**config.mk**
```make
export PLATFORM = sky130hd
export DESIGN_NAME = ram_sp_pipe
export DESIGN_NICKNAME = d
export VERILOG_FILES = /design/src/rtl/ram_sp_pipe.sv
export SDC_FILE = /design/constraint.sdc
export NUM_CORES = 2
export LEC_CHECK = 0
export CAP_MARGIN = 5
export CORE_MARGIN = 1
export CORE_UTILIZATION = 55
export CTS_CLUSTER_DIAMETER = 60
export DETAILED_ROUTE_END_ITERATION = 8
export GPL_TIMING_DRIVEN = 0
export PLACE_DENSITY = 0.84
export SETUP_SLACK_MARGIN = 0.4
export SLEW_MARGIN = 30
export SYNTH_ARGS = -nofsm -noshare
export SYNTH_HDL_FRONTEND = slang
export SYNTH_SLANG_ARGS = --single-unit
```
**constraint.sdc**
```tcl
create_clock -name CLK_I -period 5.87 [get_ports CLK_I]
set_input_delay 1.174 -clock CLK_I [delete_from_list [all_inputs] [get_ports CLK_I]]
set_output_delay 1.174 -clock CLK_I [all_outputs]
set_load 0.03 [all_outputs]
```
**src/rtl/ram_sp_pipe.sv**
```systemverilog
// Single-port synchronous RAM with a valid/ready request port, per-byte
// write enables, a 1- or 2-cycle read pipeline and a fill-with-constant
// clear engine that runs after reset and on command.
module ram_sp_pipe #(
  parameter int                    DATA_WIDTH    = 8,
  parameter int                    ADDR_WIDTH    = 8,
  parameter int                    READ_LATENCY  = 1,
  parameter int                    INIT_ON_RESET = 1,
  parameter logic [DATA_WIDTH-1:0] INIT_VALUE    = '0
) (
  input  logic                    CLK_I,
  input  logic                    RST_N_I,
  input  logic                    REQ_VALID_I,
  output logic                    REQ_READY_O,
  input  logic                    WE_I,
  input  logic [DATA_WIDTH/8-1:0] BE_I,
  input  logic [ADDR_WIDTH-1:0]   ADDR_I,
  input  logic [DATA_WIDTH-1:0]   DATA_I,
  input  logic                    INIT_START_I,
  output logic                    RSP_VALID_O,
  output logic [DATA_WIDTH-1:0]   DATA_O,
  output logic [ADDR_WIDTH-1:0]   ADDR_O,
  output logic                    INIT_BUSY_O
);

  localparam int DEPTH = 2**ADDR_WIDTH;
  localparam int NB    = DATA_WIDTH/8;

  if (DATA_WIDTH <= 0 || (DATA_WIDTH % 8) != 0) begin : g_bad_dw
    $error("ram_sp_pipe: DATA_WIDTH must be a positive multiple of 8");
  end
  if (READ_LATENCY != 1 && READ_LATENCY != 2) begin : g_bad_rl
    $error("ram_sp_pipe: READ_LATENCY must be 1 or 2");
  end

  typedef enum logic {S_INIT, S_RUN} state_t;

  state_t                  state;
  logic [ADDR_WIDTH-1:0]   cnt;
  logic                    ready;
  logic [DATA_WIDTH-1:0]   mem [DEPTH];

  logic [READ_LATENCY:1]   vld_pipe;
  logic [DATA_WIDTH-1:0]   dat_pipe [1:READ_LATENCY];
  logic [ADDR_WIDTH-1:0]   adr_pipe [1:READ_LATENCY];

  logic accept, wr, rd;

  assign accept = REQ_VALID_I & ready;
  assign wr     = accept & WE_I;
  assign rd     = accept & ~WE_I;

  // Control FSM: ready is registered so it follows the state one cycle after
  // a transition (drops the cycle after INIT_START, rises after the last fill).
  always_ff @(posedge CLK_I or negedge RST_N_I) begin
    if (!RST_N_I) begin
      state <= (INIT_ON_RESET != 0) ? S_INIT : S_RUN;
      cnt   <= '0;
      ready <= 1'b0;
    end else begin
      case (state)
        S_INIT: begin
          if (cnt == {ADDR_WIDTH{1'b1}}) begin
            state <= S_RUN;
            ready <= 1'b1;
          end else begin
            cnt   <= cnt + 1'b1;
            ready <= 1'b0;
          end
        end
        default: begin
          if (INIT_START_I) begin
            state <= S_INIT;
            cnt   <= '0;
            ready <= 1'b0;
          end else begin
            ready <= 1'b1;
          end
        end
      endcase
    end
  end

  assign REQ_READY_O = ready;
  assign INIT_BUSY_O = (state == S_INIT);

  // Array writes: clear engine fill or byte-masked request write. The array
  // is never reset; the reset gate only stops a fill write while held.
  always_ff @(posedge CLK_I) begin
    if (state == S_INIT && RST_N_I) begin
      mem[cnt] <= INIT_VALUE;
    end else if (wr) begin
      for (int b = 0; b < NB; b++) begin
        if (BE_I[b]) mem[ADDR_I][8*b +: 8] <= DATA_I[8*b +: 8];
      end
    end
  end

  // Read pipeline: stage 1 samples the array at acceptance; an optional
  // second stage adds one cycle. Data/address only move with a valid so the
  // outputs hold between responses.
  always_ff @(posedge CLK_I or negedge RST_N_I) begin
    if (!RST_N_I) begin
      vld_pipe <= '0;
      for (int s = 1; s <= READ_LATENCY; s++) begin
        dat_pipe[s] <= '0;
        adr_pipe[s] <= '0;
      end
    end else begin
      vld_pipe[1] <= rd;
      if (rd) begin
        dat_pipe[1] <= mem[ADDR_I];
        adr_pipe[1] <= ADDR_I;
      end
      for (int s = 2; s <= READ_LATENCY; s++) begin
        vld_pipe[s] <= vld_pipe[s-1];
        if (vld_pipe[s-1]) begin
          dat_pipe[s] <= dat_pipe[s-1];
          adr_pipe[s] <= adr_pipe[s-1];
        end
      end
    end
  end

  assign RSP_VALID_O = vld_pipe[READ_LATENCY];
  assign DATA_O      = dat_pipe[READ_LATENCY];
  assign ADDR_O      = adr_pipe[READ_LATENCY];

endmodule

```
* Word level (Yosys, flattened, before mapping) *
Memory sizes are Yosys's and may differ from the RTL's. A register that Yosys moved wholly into a read port is not among the register bits.
Index checks and enable logic that the tools add are counted.

storage, ports and cells
  bits in registers = 18
  latch bits = 0
  memory bits (writable) = 2048
  memory bits (read-only) = 0
  input port bits = 22
  output and inout port bits = 19
  word-level logic and storage cells = 33
  memories kept = 1

memories
  memory  depth  bits a word  read ports  clocked after Yosys merged registers in  write ports  RTL line  text
  mem     256    8            1           1                                        1            41        logic [DATA_WIDTH-1:0] mem [DEPTH];

operators by class
  add/sub/neg operators = 1
  multipliers = 0
  divide/modulo/power cells = 0
  order comparisons = 0
  equal/unequal tests = 3
  shifts and indexed selects = 0
  mux-type cells = 15
  bitwise operators = 5
  reduce and logical (&&, ||, !) cells = 4

operators by type and width
  operator                                       count
  2-to-1 mux 8 bit                               5
  2-to-1 mux 1 bit                               10
  adder 8 x 1 -> 8 bit (second input constant)   1
  equality test 8 bit (second input constant)    1
  OR reduction 8 bit                             1
  inequality test 2 bit (second input constant)  2
  bitwise AND 1 bit                              3
  inverter 1 bit                                 2
  AND reduction 2 bit                            1
  logical AND 1 bit                              1
  zero test 1 bit                                1

* Longest topological paths before layout *
  depth in word-level cells = 7
  depth in mapped cells = 13
  mapped depth without buffers = 7

* Worst setup path before layout *
Ideal clock, no wire load.

  path kind = input port to flip-flop
  start = in REQ_VALID_I
  end = mem mem[0][0] (data pin)
  setup time = 0.869 ns
  data arrival time = 5.349 ns
  slack = -0.348 ns
  stages on the path = 5
  cells stage by stage = nand2_1 -> nor2_1 -> clkbuf_1 -> clkbuf_1 -> and2_1

on the way
  cells in the longest elaborated chain, start to end = 7

RTL lines
  item                                    RTL line  text
  start, declared                         13        input logic REQ_VALID_I,
  bitwise AND 1 bit                       49        assign accept = REQ_VALID_I & ready;
  bitwise AND 1 bit                       50        assign wr = accept & WE_I;
  2-to-1 mux 1 bit                        92        end else if (wr) begin
  2-to-1 mux 1 bit                        90        if (state == S_INIT && RST_N_I) begin
  2-to-1 mux 1 bit (implied by the code)  94        if (BE_I[b]) mem[ADDR_I][8*b +: 8] <= DATA_I[8*b +: 8];
  OR reduction 8 bit (no line)            --
  2-to-1 mux 8 bit (no line)              --
  end, declared                           41

No other way between the ends.

* Worst setup path in the final report *
  start = in ADDR_I[2]
  end = mem mem[48][0], enable pin

on the way
  cells in the longest elaborated chain, start to end = 1

RTL lines
  item                        RTL line  text
  start, declared             17        input logic [ADDR_WIDTH-1:0] ADDR_I,
  2-to-1 mux 8 bit (no line)  --

No other way between the ends.

==> impl_metrics.csv <==
group,metric,value,unit
run,cap_violations,0,
synth,ys.flop_type,"edfxtp_1",
sta,hold_viol_final,0,
clock_tree,htree_levels,4,
hold_path,worstHoldPathType,"in2async",
clock_tree,clk_path_buf_depth,3,
sta,skew,0.04660,ns
place,place_ws,-0.5136,ns
worst_setup_path,crit_type,"in2reg",
synth,ys_ff_latch,2074,
die,pin_count,41,
final_layout,nNetsFinal,4332,
die,core.rowCount,140,
final_layout,layout-drive-gt1-share,0.2030,
routing,num_vias,46251,
synth,synth_area_leader_cell,"edfxtp_1",
place,routabilityCongestion,1.043,
die,core,145700,um2
die,chipWidth,385.3,um
clock_tree,clkLatencyLatePin,0.86,ns
place,io_buffers,37,
routing,ant_nets,0,
power,p_leak,29.12,nW
global_route,grt_pass1_wl,336.4,mm
worst_setup_path,cp_slowest_stage_delay,0.98,ns
routing,routed_via_density,7.232,
power,power_density,344.2,nW/um2
worst_setup_path,cp_data_required_time,6.33,ns
synth,synth_edf_count,2048,
clock_tree,cts.clk_slew.worst_paths,0.07,ns
die,start_util,0.5544,
sta,slew_headroom,0.2597,
clock_tree,cts_tree,"built",
sta,fmax,171.5,MHz
clock_tree,cts_buffers,191,
worst_setup_path,worstPathArrival,6.29,ns
synth,yosysSeqAreaShare,0.7691,
final_layout,final_common_cell,"edfxtp_1",
clock_tree,cts-root-buf,"clkbuf_16",
sta,finalSetupViolCount,0,
synth,yosysUniqueCellTypes,64,
global_route,overflow,0,
final_layout,synthToLayoutAreaGrowth,12.54,%
place,dp_hpwl,155.8,mm
synth,syn_inst,4037,
place,placed_area,84660,um2
synth,syn_area,80800,um2
sta,post-route-min-period,5.829,ns
routing,wl_per_cell,38.35,um
synth,avgSynthCellArea,20.02,um2
final_layout,final_cell_mix,"2048 x edfxtp_1, 396 x mux4_2, 266 x nor2_1",
die,die_h,385.3,um
routing,drt-total-wl,245.2,mm
final_layout,nFillCells,9269,
synth,syn-num-nets,4060,
worst_setup_path,end_kind,"register",
sta,finalMaxSlewViolations,0,
global_route,grt_usage,0.3310,
worst_setup_path,path_cells,"clkdlybuf4s50_1, buf_2, nor2_2, clkbuf_1, nand2_1, o31ai_2, nand3_1, clkbuf_2, nor2_1",
run_status,status,"complete, no violations",
synth,async_reset_ff_frac,0.01254,
sta,hold_ws,0.1703,ns
clock_tree,cts_hold_buf,0,
global_route,grt_pass1_vias,45206,
routing,first_pass_iters,6,
worst_setup_path,crit_slowest_cell,"nor2_1",
sta,timing.final.crit_share,0.9931,
sta,fin_ws,0.04071,ns
routing,drc,0,
clock_tree,postCtsSetupBuffers,0,
die,die_area,148500,um2
routing,first_iter_violations,8879,
worst_setup_path,worst-path-max-fanout,10,
clock_tree,cts_sinks,2074,
final_layout,design_area,90940,um2
worst_setup_path,startpoint_type,"input pin",
global_route,grt_max_degree,80,
sta,rsz0062_at_grt,"no",
power,ir_worst_vdd,0.2830,mV
synth,synth_top_area_frac,0.7611,
synth,yosys-top-cells-area,"edfxtp_1 76%, mux4_2 11%, mux2i_1 2.8%, nor2_1 1.4%, a22oi_1 1.0%",
synth,ys.warnings.count,0,
global_route,antenna_found_initial,17,
sta,worst_slew_pin_slew,1.110,ns
through the flow:
stage               std cells    util  power, mW  setup TNS [ns]
floorplan                4037       -      17.80               0
global placement         5991  0.5735      18.77        -3975.72
detailed placement       6033  0.5809      18.89          -83.81
CTS                      6384  0.6231      31.01               0
global route             6384  0.6238      31.71               0
finish                   6395  0.6240      31.30               0
Yosys cell counts, types with 16 or more instances:
library cell / count
a21oi_1: 65
a22oi_1: 111
buf_1: 16
buf_2: 39
buf_4: 30
buf_6: 27
clkbuf_1: 132
dfrtp_1: 26
edfxtp_1: 2048
mux2i_1: 230
mux4_2: 396
nand2_1: 119
nand3_1: 59
nand4_1: 22
nor2_1: 296
nor2b_1: 18
nor3_1: 41
nor4_1: 22
o21ai_0: 26
o221ai_1: 52
o22ai_1: 35
worst max-delay path: cells and delay by family:
kind	cells	cell delay, ns
buf+inv	4	2.48
compound gates	1	0.27
simple gates	4	2.31
area by class of cell:
class,count,area (um2),share of cell area
multi-input cells,1707,17470,0.1921
diodes,11,27.53,0.0003027
clock inverters,101,1066,0.01172
repair buffers,79,1374,0.01511
plain buffers,246,1331,0.01464
clock buffers,250,5082,0.05589
flip-flops and latches,2074,62150,0.6834
inverters,10,37.54,0.0004128
well taps,1917,2399,0.02638
power by group:
part | switching (mW) | internal, mW | leakage [nW]
Sequential | 0.217 | 16.2 | 19.4
Clock | 5.65 | 6.85 | 2.99
Combinational | 1.65 | 0.693 | 6.74
Total | 7.52 | 23.8 | 29.1
worst paths after layout:
| kind | endpoint | cells after the start | start | slack (ns) |
|---|---|---|---|---|
| min in group CLK_I | cnt[5]$_DFFE_PN0N_ | 2 | cnt[5]$_DFFE_PN0N_ | 0.66 |
| worst min register to register | cnt[5]$_DFFE_PN0N_ | 2 | cnt[5]$_DFFE_PN0N_ | 0.66 |
| worst max register to register | mem[163][3]$_DFFE_PP_ | 9 | REQ_READY_O$_DFF_PN0_ | 1.12 |
| worst min-delay path | DATA_O[6]$_DFFE_PN0P_ | 1 | RST_N_I | 0.17 |
| worst max-delay path | mem[48][0]$_DFFE_PP_ | 9 | ADDR_I[2] | 0.04 |
| max in group asynchronous | DATA_O[0]$_DFFE_PN0P_ | 2 | RST_N_I | 5.26 |
cells by family (layout without fill, tap and decap cells):
logic type	count (synthesis)	count (layout)	synth area share
multiplexers	641	641	0.1410
flip-flops	2074	2074	0.7691
AND/OR/NAND/NOR	666	666	0.03825
buffers and inverters	256	686	0.01646
XOR/XNOR	6	6	0.0006503
other	0	11	0
adder cells (fa/ha/maj)	1	1	0.0001548
AO/OA/AOI/OAI	393	393	0.03439
state kept, by name, indices dropped and copies added, names as in the netlist:
register	flops
cnt	8
DATA_O	8
ADDR_O	8
mem	2048
RSP_VALID_O	1
REQ_READY_O	1
routing by layer:
metal	track usage	vias up	wire length, um
met3	0.1300	1008	41340
met2	0.4834	4860	107800
met1	0.4129	23146	76920
li1	-	17211	-
met4	0.2147	26	18960
met5	0.005198	-	264
what timing repair did:
| action | in CTS | in global routing |
|---|---|---|
| setup endpoints to repair | 16 | 137 |
| hold endpoints to repair | 0 | 0 |
| resized for setup | 0 | 13 |
Power figures use the tool's default switching activity.
